[config.mk]
export PLATFORM = sky130hd
export DESIGN_NAME = mem_access_unit
export DESIGN_NICKNAME = d
export VERILOG_FILES = /design/src/rtl/mem_access_unit.sv
export SDC_FILE = /design/constraint.sdc
export NUM_CORES = 1
export LEC_CHECK = 0
export ABC_CLOCK_PERIOD_IN_PS = 5400
export CORE_ASPECT_RATIO = 1.75
export CORE_MARGIN = 4
export CORE_UTILIZATION = 40
export DETAILED_ROUTE_END_ITERATION = 6
export PLACE_DENSITY = 0.82
export SLEW_MARGIN = 15
export SYNTH_ARGS = -nofsm -noshare
export SYNTH_HDL_FRONTEND = slang
export SYNTH_SLANG_ARGS = --single-unit
[constraint.sdc]
create_clock -name CLOCK -period 5.4 [get_ports CLOCK]
set_input_delay 0.81 -clock CLOCK [delete_from_list [all_inputs] [get_ports CLOCK]]
set_output_delay 0.81 -clock CLOCK [all_outputs]
set_load 0.05 [all_outputs]
[src/rtl/mem_access_unit.sv]
// -----------------------------------------------------------------------------
// mem_access_unit
//
// Load/store sequencer sitting between the EX/MEM pipeline register and a
// 64-bit wide data memory (one entry per 8-byte-aligned address). It accepts
// one request at a time, runs the memory access and returns exactly one
// response pulse per request.
//
//   * Loads   : read the entry, extract the size-wide field at the byte
//               offset, then zero- or sign-extend it to 64 bits.
//   * Stores  : dword stores write the entry directly; byte/half/word stores
//               are read-modify-write (read old entry, merge field, write).
//   * Layout  : little-endian, byte k of an entry is bits [8k+7:8k].
//
// Build option:
//   MAU_ALIGN_CHECK_EN  defined   -> a request whose byte offset is not a
//                                    multiple of its size is rejected with
//                                    misalign_err=1, no memory strobes.
//                       undefined -> misalign_err is tied 0; the offset is
//                                    rounded down to the size alignment and
//                                    the access proceeds normally.
//
// Ports:
//   CLOCK        in   single clock, all state updates on posedge
//   RESET        in   synchronous active-high reset
//   req_valid    in   request present
//   req_ready    out  unit idle; accept on req_valid && req_ready at posedge
//   req_write    in   1 = store, 0 = load
//   req_size     in   00 byte, 01 half, 10 word, 11 dword
//   req_signed   in   loads: 1 sign-extend, 0 zero-extend (ignored for dword)
//   req_addr     in   byte address
//   req_wdata    in   store data, right-justified
//   resp_valid   out  one-cycle response pulse, no backpressure
//   resp_rdata   out  extended load data; 0 for stores and errors
//   misalign_err out  qualified by resp_valid; request was misaligned
//   mem_address  out  entry address {req_addr[63:3], 3'b000}
//   mem_wdata    out  full 64-bit write data (merged for RMW)
//   mem_read     out  memory read strobe
//   mem_write    out  memory write strobe
//   mem_rdata    in   memory read data (memory updates it on negedge)
// -----------------------------------------------------------------------------
module mem_access_unit #(
  parameter int ADDR_W = 64,
  parameter int DATA_W = 64
) (
  input  logic              CLOCK,
  input  logic              RESET,
  input  logic              req_valid,
  output logic              req_ready,
  input  logic              req_write,
  input  logic [1:0]        req_size,
  input  logic              req_signed,
  input  logic [ADDR_W-1:0] req_addr,
  input  logic [DATA_W-1:0] req_wdata,
  output logic              resp_valid,
  output logic [DATA_W-1:0] resp_rdata,
  output logic              misalign_err,
  output logic [ADDR_W-1:0] mem_address,
  output logic [DATA_W-1:0] mem_wdata,
  output logic              mem_read,
  output logic              mem_write,
  input  logic [DATA_W-1:0] mem_rdata
);

  typedef enum logic [2:0] {
    IDLE   = 3'd0,
    RD     = 3'd1,
    WR     = 3'd2,
    RMW_RD = 3'd3,
    RMW_WR = 3'd4,
    RESP   = 3'd5
  } stateT;

  stateT             state;

  // Fields latched at acceptance; memory-side outputs depend only on these
  // and on the state, never on the live request inputs.
  logic [ADDR_W-1:0] addrReg;
  logic [1:0]        sizeReg;
  logic              signedReg;
  logic [DATA_W-1:0] wdataReg;
  logic [DATA_W-1:0] entryReg;      // old entry captured during RMW_RD

  logic              respValidReg;
  logic [DATA_W-1:0] respRdataReg;
  logic              reqMisaligned;
  logic [2:0]        effOffset;

  // ---------------------------------------------------------------------------
  // Helpers
  // ---------------------------------------------------------------------------

  // Clears the low log2(size) offset bits. For an aligned offset this is the
  // identity, so it doubles as the misalignment test and the rounding rule.
  function automatic logic [2:0] alignedOffset(input logic [2:0] offset,
                                               input logic [1:0] size);
    case (size)
      2'b00:   alignedOffset = offset;
      2'b01:   alignedOffset = {offset[2:1], 1'b0};
      2'b10:   alignedOffset = {offset[2], 2'b00};
      default: alignedOffset = 3'b000;
    endcase
  endfunction

  function automatic logic [DATA_W-1:0] fieldMask(input logic [1:0] size);
    case (size)
      2'b00:   fieldMask = 64'h0000_0000_0000_00FF;
      2'b01:   fieldMask = 64'h0000_0000_0000_FFFF;
      2'b10:   fieldMask = 64'h0000_0000_FFFF_FFFF;
      default: fieldMask = 64'hFFFF_FFFF_FFFF_FFFF;
    endcase
  endfunction

  // Shift the addressed field down to bit 0, then extend it.
  function automatic logic [DATA_W-1:0] extendField(input logic [DATA_W-1:0] entry,
                                                    input logic [2:0]        offset,
                                                    input logic [1:0]        size,
                                                    input logic              isSigned);
    logic [DATA_W-1:0] shifted;
    shifted = entry >> {offset, 3'b000};
    case (size)
      2'b00:   extendField = {{56{isSigned & shifted[7]}},  shifted[7:0]};
      2'b01:   extendField = {{48{isSigned & shifted[15]}}, shifted[15:0]};
      2'b10:   extendField = {{32{isSigned & shifted[31]}}, shifted[31:0]};
      default: extendField = shifted;
    endcase
  endfunction

  // Replace the size-wide field at the offset, keep every other byte.
  function automatic logic [DATA_W-1:0] mergeField(input logic [DATA_W-1:0] oldEntry,
                                                   input logic [DATA_W-1:0] wdata,
                                                   input logic [2:0]        offset,
                                                   input logic [1:0]        size);
    logic [DATA_W-1:0] laneMask;
    laneMask   = fieldMask(size) << {offset, 3'b000};
    mergeField = (oldEntry & ~laneMask) |
                 ((wdata & fieldMask(size)) << {offset, 3'b000});
  endfunction

  // ---------------------------------------------------------------------------
  // Alignment handling
  // ---------------------------------------------------------------------------
`ifdef MAU_ALIGN_CHECK_EN
  assign reqMisaligned = (alignedOffset(req_addr[2:0], req_size) != req_addr[2:0]);
`else
  assign reqMisaligned = 1'b0;
`endif

  // Misaligned requests never reach the datapath when checking is enabled,
  // so the rounded offset is correct in both builds.
  assign effOffset = alignedOffset(addrReg[2:0], sizeReg);

  // ---------------------------------------------------------------------------
  // Control FSM with registered response outputs
  // ---------------------------------------------------------------------------
`ifdef MAU_ALIGN_CHECK_EN
  logic misalignReg;
`endif

  // NOTE: sequential state uses non-blocking (<=) so every flop samples the
  // pre-edge values regardless of statement order.
  always_ff @(posedge CLOCK) begin
    if (RESET) begin
      state        <= IDLE;
      respValidReg <= 1'b0;
      respRdataReg <= '0;
`ifdef MAU_ALIGN_CHECK_EN
      misalignReg  <= 1'b0;
`endif
    end else begin
      case (state)
        IDLE: begin
          respValidReg <= 1'b0;
          respRdataReg <= '0;
          if (req_valid) begin
            if (reqMisaligned) begin
              // Rejected without touching memory; respond next cycle.
              state        <= RESP;
              respValidReg <= 1'b1;
`ifdef MAU_ALIGN_CHECK_EN
              misalignReg  <= 1'b1;
`endif
            end else if (!req_write) begin
              state <= RD;
            end else if (req_size == 2'b11) begin
              state <= WR;
            end else begin
              state <= RMW_RD;
            end
          end
        end

        RD: begin
          respRdataReg <= extendField(mem_rdata, effOffset, sizeReg, signedReg);
          respValidReg <= 1'b1;
          state        <= RESP;
        end

        WR: begin
          respValidReg <= 1'b1;
          state        <= RESP;
        end

        RMW_RD: begin
          state <= RMW_WR;
        end

        RMW_WR: begin
          respValidReg <= 1'b1;
          state        <= RESP;
        end

        RESP: begin
          respValidReg <= 1'b0;
          respRdataReg <= '0;
`ifdef MAU_ALIGN_CHECK_EN
          misalignReg  <= 1'b0;
`endif
          state        <= IDLE;
        end

        default: begin
          state <= IDLE;
        end
      endcase
    end
  end

  // ---------------------------------------------------------------------------
  // Datapath capture
  // ---------------------------------------------------------------------------
  // NOTE: pure datapath registers are not reset; they are always written
  // before use, and control state alone decides when they are meaningful.
  always_ff @(posedge CLOCK) begin
    if (state == IDLE && req_valid) begin
      addrReg   <= req_addr;
      sizeReg   <= req_size;
      signedReg <= req_signed;
      wdataReg  <= req_wdata;
    end
    if (state == RMW_RD) begin
      entryReg <= mem_rdata;
    end
  end

  // ---------------------------------------------------------------------------
  // Memory-side decode (state + latched fields only)
  // ---------------------------------------------------------------------------
  assign mem_address = {addrReg[ADDR_W-1:3], 3'b000};

  always_comb begin
    // NOTE: defaults first so no path through the case leaves an output
    // unassigned, which would otherwise infer a latch.
    mem_read  = 1'b0;
    mem_write = 1'b0;
    mem_wdata = '0;
    case (state)
      RD, RMW_RD: mem_read = 1'b1;
      WR: begin
        mem_write = 1'b1;
        mem_wdata = wdataReg;
      end
      RMW_WR: begin
        mem_write = 1'b1;
        mem_wdata = mergeField(entryReg, wdataReg, effOffset, sizeReg);
      end
      default: ;
    endcase
  end

  // ---------------------------------------------------------------------------
  // Request/response side
  // ---------------------------------------------------------------------------
  assign req_ready  = (state == IDLE);
  assign resp_valid = respValidReg;
  assign resp_rdata = respRdataReg;

`ifdef MAU_ALIGN_CHECK_EN
  assign misalign_err = misalignReg;
`else
  assign misalign_err = 1'b0;
`endif

endmodule

==> reports/metrics.yaml <==
outcome:
  status: "finished clean"
global_routing:
  grt_max_degree: 117
  busiest_layer: "met2"
  antenna_found_initial: 2
  met1_usage: 0.277
  grt_pass1_wl_um: 64700
  grtUsageMet2: 0.465
  grt_overflow: 0
  grt_pass1_vias: 10200
  grt_use_met3: 0.0453
  track_usage: 0.258
power_and_ir_drop:
  power_switching_mw: 1.86
  intPower_mw: 3.78
  p_seq_frac: 0.427
  power_frac_clock: 0.306
  leakagePower_nw: 5.84
  combPwrFrac: 0.267
  p_per_area_mw_per_mm2: 339
  ir_worst_vdd_v: 0.000233
  netSwitchingFraction: 0.329
route:
  drt-total-wl_um: 45100
  first_iter_violations: 962
  avgRoutedWirePerCell_um: 24.9
  first_pass_iters: 5
  antenna_left: 0
  route.detailed.drc: 0
  vias: 10100
  routed_via_density: 5.59
clock_network:
  clkSinkCount: 263
  cts_root_buf: "clkbuf_16"
  clkLatencyLatePin_ns: 0.53
  cts.clk_slew.worst_paths_ns: 0.06
  cts_buffers: 25
  htreeDepth: 1
  post-cts-setup-buffer-count: 0
  post_cts_resized: 0
  clock_path_buffers: 3
  cts_tree: "yes"
  cts_hold_buf: 0
die:
  die_w_um: 139
  die_h_um: 238
  initial_core_util: 0.404
  row_count: 84
  die-area_mm2: 0.0332
  io_pins: 396
  core_mm2: 0.0300
timing:
  final-setup-viol-count: 0
  skew_ns: 0.00873
  drv_slew: 0
  setup_tns_ns: 0
  finalHoldViolCount: 0
  fin_ws_ns: 0.424
  slew_headroom: 0.159
  period_minus_slack_ns: 4.98
  rsz0062_at_grt: "no"
  worstMarginPinSlew_ns: 1.26
  fmax_ghz: 0.201
  finalCritPeriodShare: 0.922
synthesis:
  synth-edff-count: 195
  synth.distinct_cells: 61
  synthFlopType: "edfxtp_1"
  ys_warn_count: 0
  mappedNetlistArea_mm2: 0.0121
  syn_avg_cell_area_um2: 11.0
  seq_area_frac_synth: 0.596
  syn_inst: 1104
  async_flop_share: 0
  ys_ff_latch: 263
final_layout:
  areaGrowthSynthToFinish_pct: 37.7
  nets: 1605
  stdcell_area_mm2: 0.0167
  fillers: 2580
  seqCellArea_mm2: 0.00722
  multiInputGateArea_mm2: 0.00408
  drive_gt1_frac: 0.108
setup_path:
  critPathArrivalTime_ns: 4.17
  required_ns: 4.59
  cp_num_cells: 6
  r2r_slack_ns: 1.53
  crit_fanout: 20
  rr_worst_depth: 7
  crit_path_end: "mem_wdata[39]"
  startpoint_type: "flip-flop"
  path_class: "flip-flop to primary output"
  startpoint: "sizeReg[0]"
  cp_cell_sequence: "and2b_1, o21bai_2, and2_1, a22oi_1, o21ai_0, clkdlybuf4s50_1"
  rr_startpoint: "sizeReg[0]"
  end_kind: "primary output"
  crit_slowest_cell: "clkdlybuf4s50_1"
  reg2reg_to: "resp_rdata[32]"
  critPathBufInv: 1
  path_delay_family: "compound AO/OA/AOI/OAI gates"
  slowest_delay_ns: 0.85
placed_design:
  dp_hpwl_um: 34700
  dpl-instance-area_mm2: 0.0159
  place_congestion: 0.958
  dp_slack_ns: 1.13
  io_buffers: 391
run:
  maxCapViolCount: 0
worst_hold_path:
  worstHoldStart: "resp_rdata[9]"
  hold_class: "flip-flop to flip-flop"
-- sequential cells by signal (all words and copies together) (netlist names) --
name,cells
signedReg,1
resp_valid,1
state,3
resp_rdata,64
wdataReg,64
addrReg,64
sizeReg,2
entryReg,64
-- stage by stage --
step / utilization / hold slack (ns) / cells / power [mW]
after floorplan: - / 0.572 / 1107 / 3.37
after detailed placement: 0.529 / 0.443 / 1766 / 3.95
after global routing: 0.556 / 0.474 / 1811 / 5.82
after CTS: 0.556 / 0.455 / 1809 / 5.66
after global placement: 0.529 / 0.438 / 1766 / 3.93
final: 0.556 / 0.454 / 1812 / 5.64
-- layout make-up --
type / count / area share
sequential: 263 / 0.433
multi-input combinational: 699 / 0.245
timing repair buffer: 415 / 0.244
clock buffer: 29 / 0.0403
tap: 387 / 0.0291
clock inverter: 14 / 0.00736
inverter: 2 / 0.000451
antenna: 3 / 0.000451
-- cell usage after synthesis, types with 5 or more instances --
cell | n | area, um^2
nand2_1 | 200 | 751
edfxtp_1 | 195 | 5860
o21ai_0 | 89 | 445
nor2_1 | 72 | 270
a21oi_1 | 68 | 340
dfxtp_1 | 68 | 1360
buf_4 | 65 | 488
clkbuf_1 | 59 | 221
a22oi_1 | 37 | 278
o21ai_2 | 30 | 263
and3_1 | 20 | 125
mux2i_1 | 14 | 140
mux2_2 | 13 | 146
a22o_1 | 12 | 105
a211oi_1 | 10 | 75.1
buf_2 | 10 | 50.1
nand3_1 | 10 | 50.1
a211oi_2 | 9 | 113
nand2b_1 | 9 | 56.3
nor3b_1 | 9 | 67.6
a311oi_1 | 7 | 61.3
buf_6 | 7 | 78.8
o21ai_1 | 7 | 35.0
a31oi_1 | 6 | 37.5
and2_1 | 6 | 37.5
nor2b_1 | 6 | 37.5
o211ai_1 | 6 | 45.0
a221oi_1 | 5 | 43.8
a222oi_1 | 5 | 50.1
nor3_1 | 5 | 25.0
-- metal layers --
| layer | part of all wire | up-vias | wire length [um] |
|---|---|---|---|
| met5 | 0 | - | 0 |
| met4 | 0.070 | 0 | 3170 |
| met3 | 0.072 | 153 | 3240 |
| met2 | 0.52 | 581 | 23300 |
| met1 | 0.34 | 4842 | 15300 |
| li1 | - | 4557 | - |
-- worst register-to-register path: cells and delay by family, from the launching register on --
kind,cells,cell delay (ns)
compound gates,4,1.16
simple gates,2,1.51
flops,1,0.73
buf+inv,1,0.35
-- cell families (layout without fill, tap and decap cells) --
| logic type | after synthesis | in the layout | synth area share |
|---|---|---|---|
| compound gates | 316 | 316 | 0.178 |
| mux | 30 | 30 | 0.0286 |
| buf+inv | 145 | 460 | 0.0705 |
| other cells | 1 | 7 | 0.000310 |
| xor+xnor | 1 | 1 | 0.000724 |
| simple gates | 348 | 348 | 0.125 |
| flops | 263 | 263 | 0.596 |
-- how the worst min path moves through the flow --
stage | endpoint | slack [ns] | cells past startpoint
CTS | resp_rdata[9] | 0.46 | 2
detailed placement | resp_rdata[32] | 0.44 | 2
finish | resp_rdata[9] | 0.45 | 2
global route | resp_rdata[45] | 0.47 | 2
global placement | resp_rdata[42] | 0.44 | 2
floorplan | state[0] | 0.57 | 2
-- cells in the final DEF, fill, tap and decap left out, types with 10 or more instances in the layout --
cell,netlist,layout
a211oi_1,10,10
a21oi_1,68,67
a22o_1,12,12
a22oi_1,37,37
and3_1,20,20
buf_4,65,39
clkbuf_16,0,26
clkdlybuf4s50_1,0,375
dfxtp_1,68,68
edfxtp_1,195,195
mux2_2,13,13
mux2i_1,14,14
nand2_1,200,200
nand3_1,10,10
nor2_1,72,71
o21ai_0,89,89
o21ai_2,30,30
-- power by group through the flow --
stage	clock network, mW	registers (mW)	logic, mW
6_report	1.73	2.41	1.51
5_1_grt	1.83	2.42	1.57
4_1_cts	1.75	2.41	1.50
3_5_place_dp	0	2.45	1.50
3_3_place_gp	0	2.45	1.49
2_1_floorplan	0	2.54	0.836
Note: power is estimated with default switching activity, not from simulation.
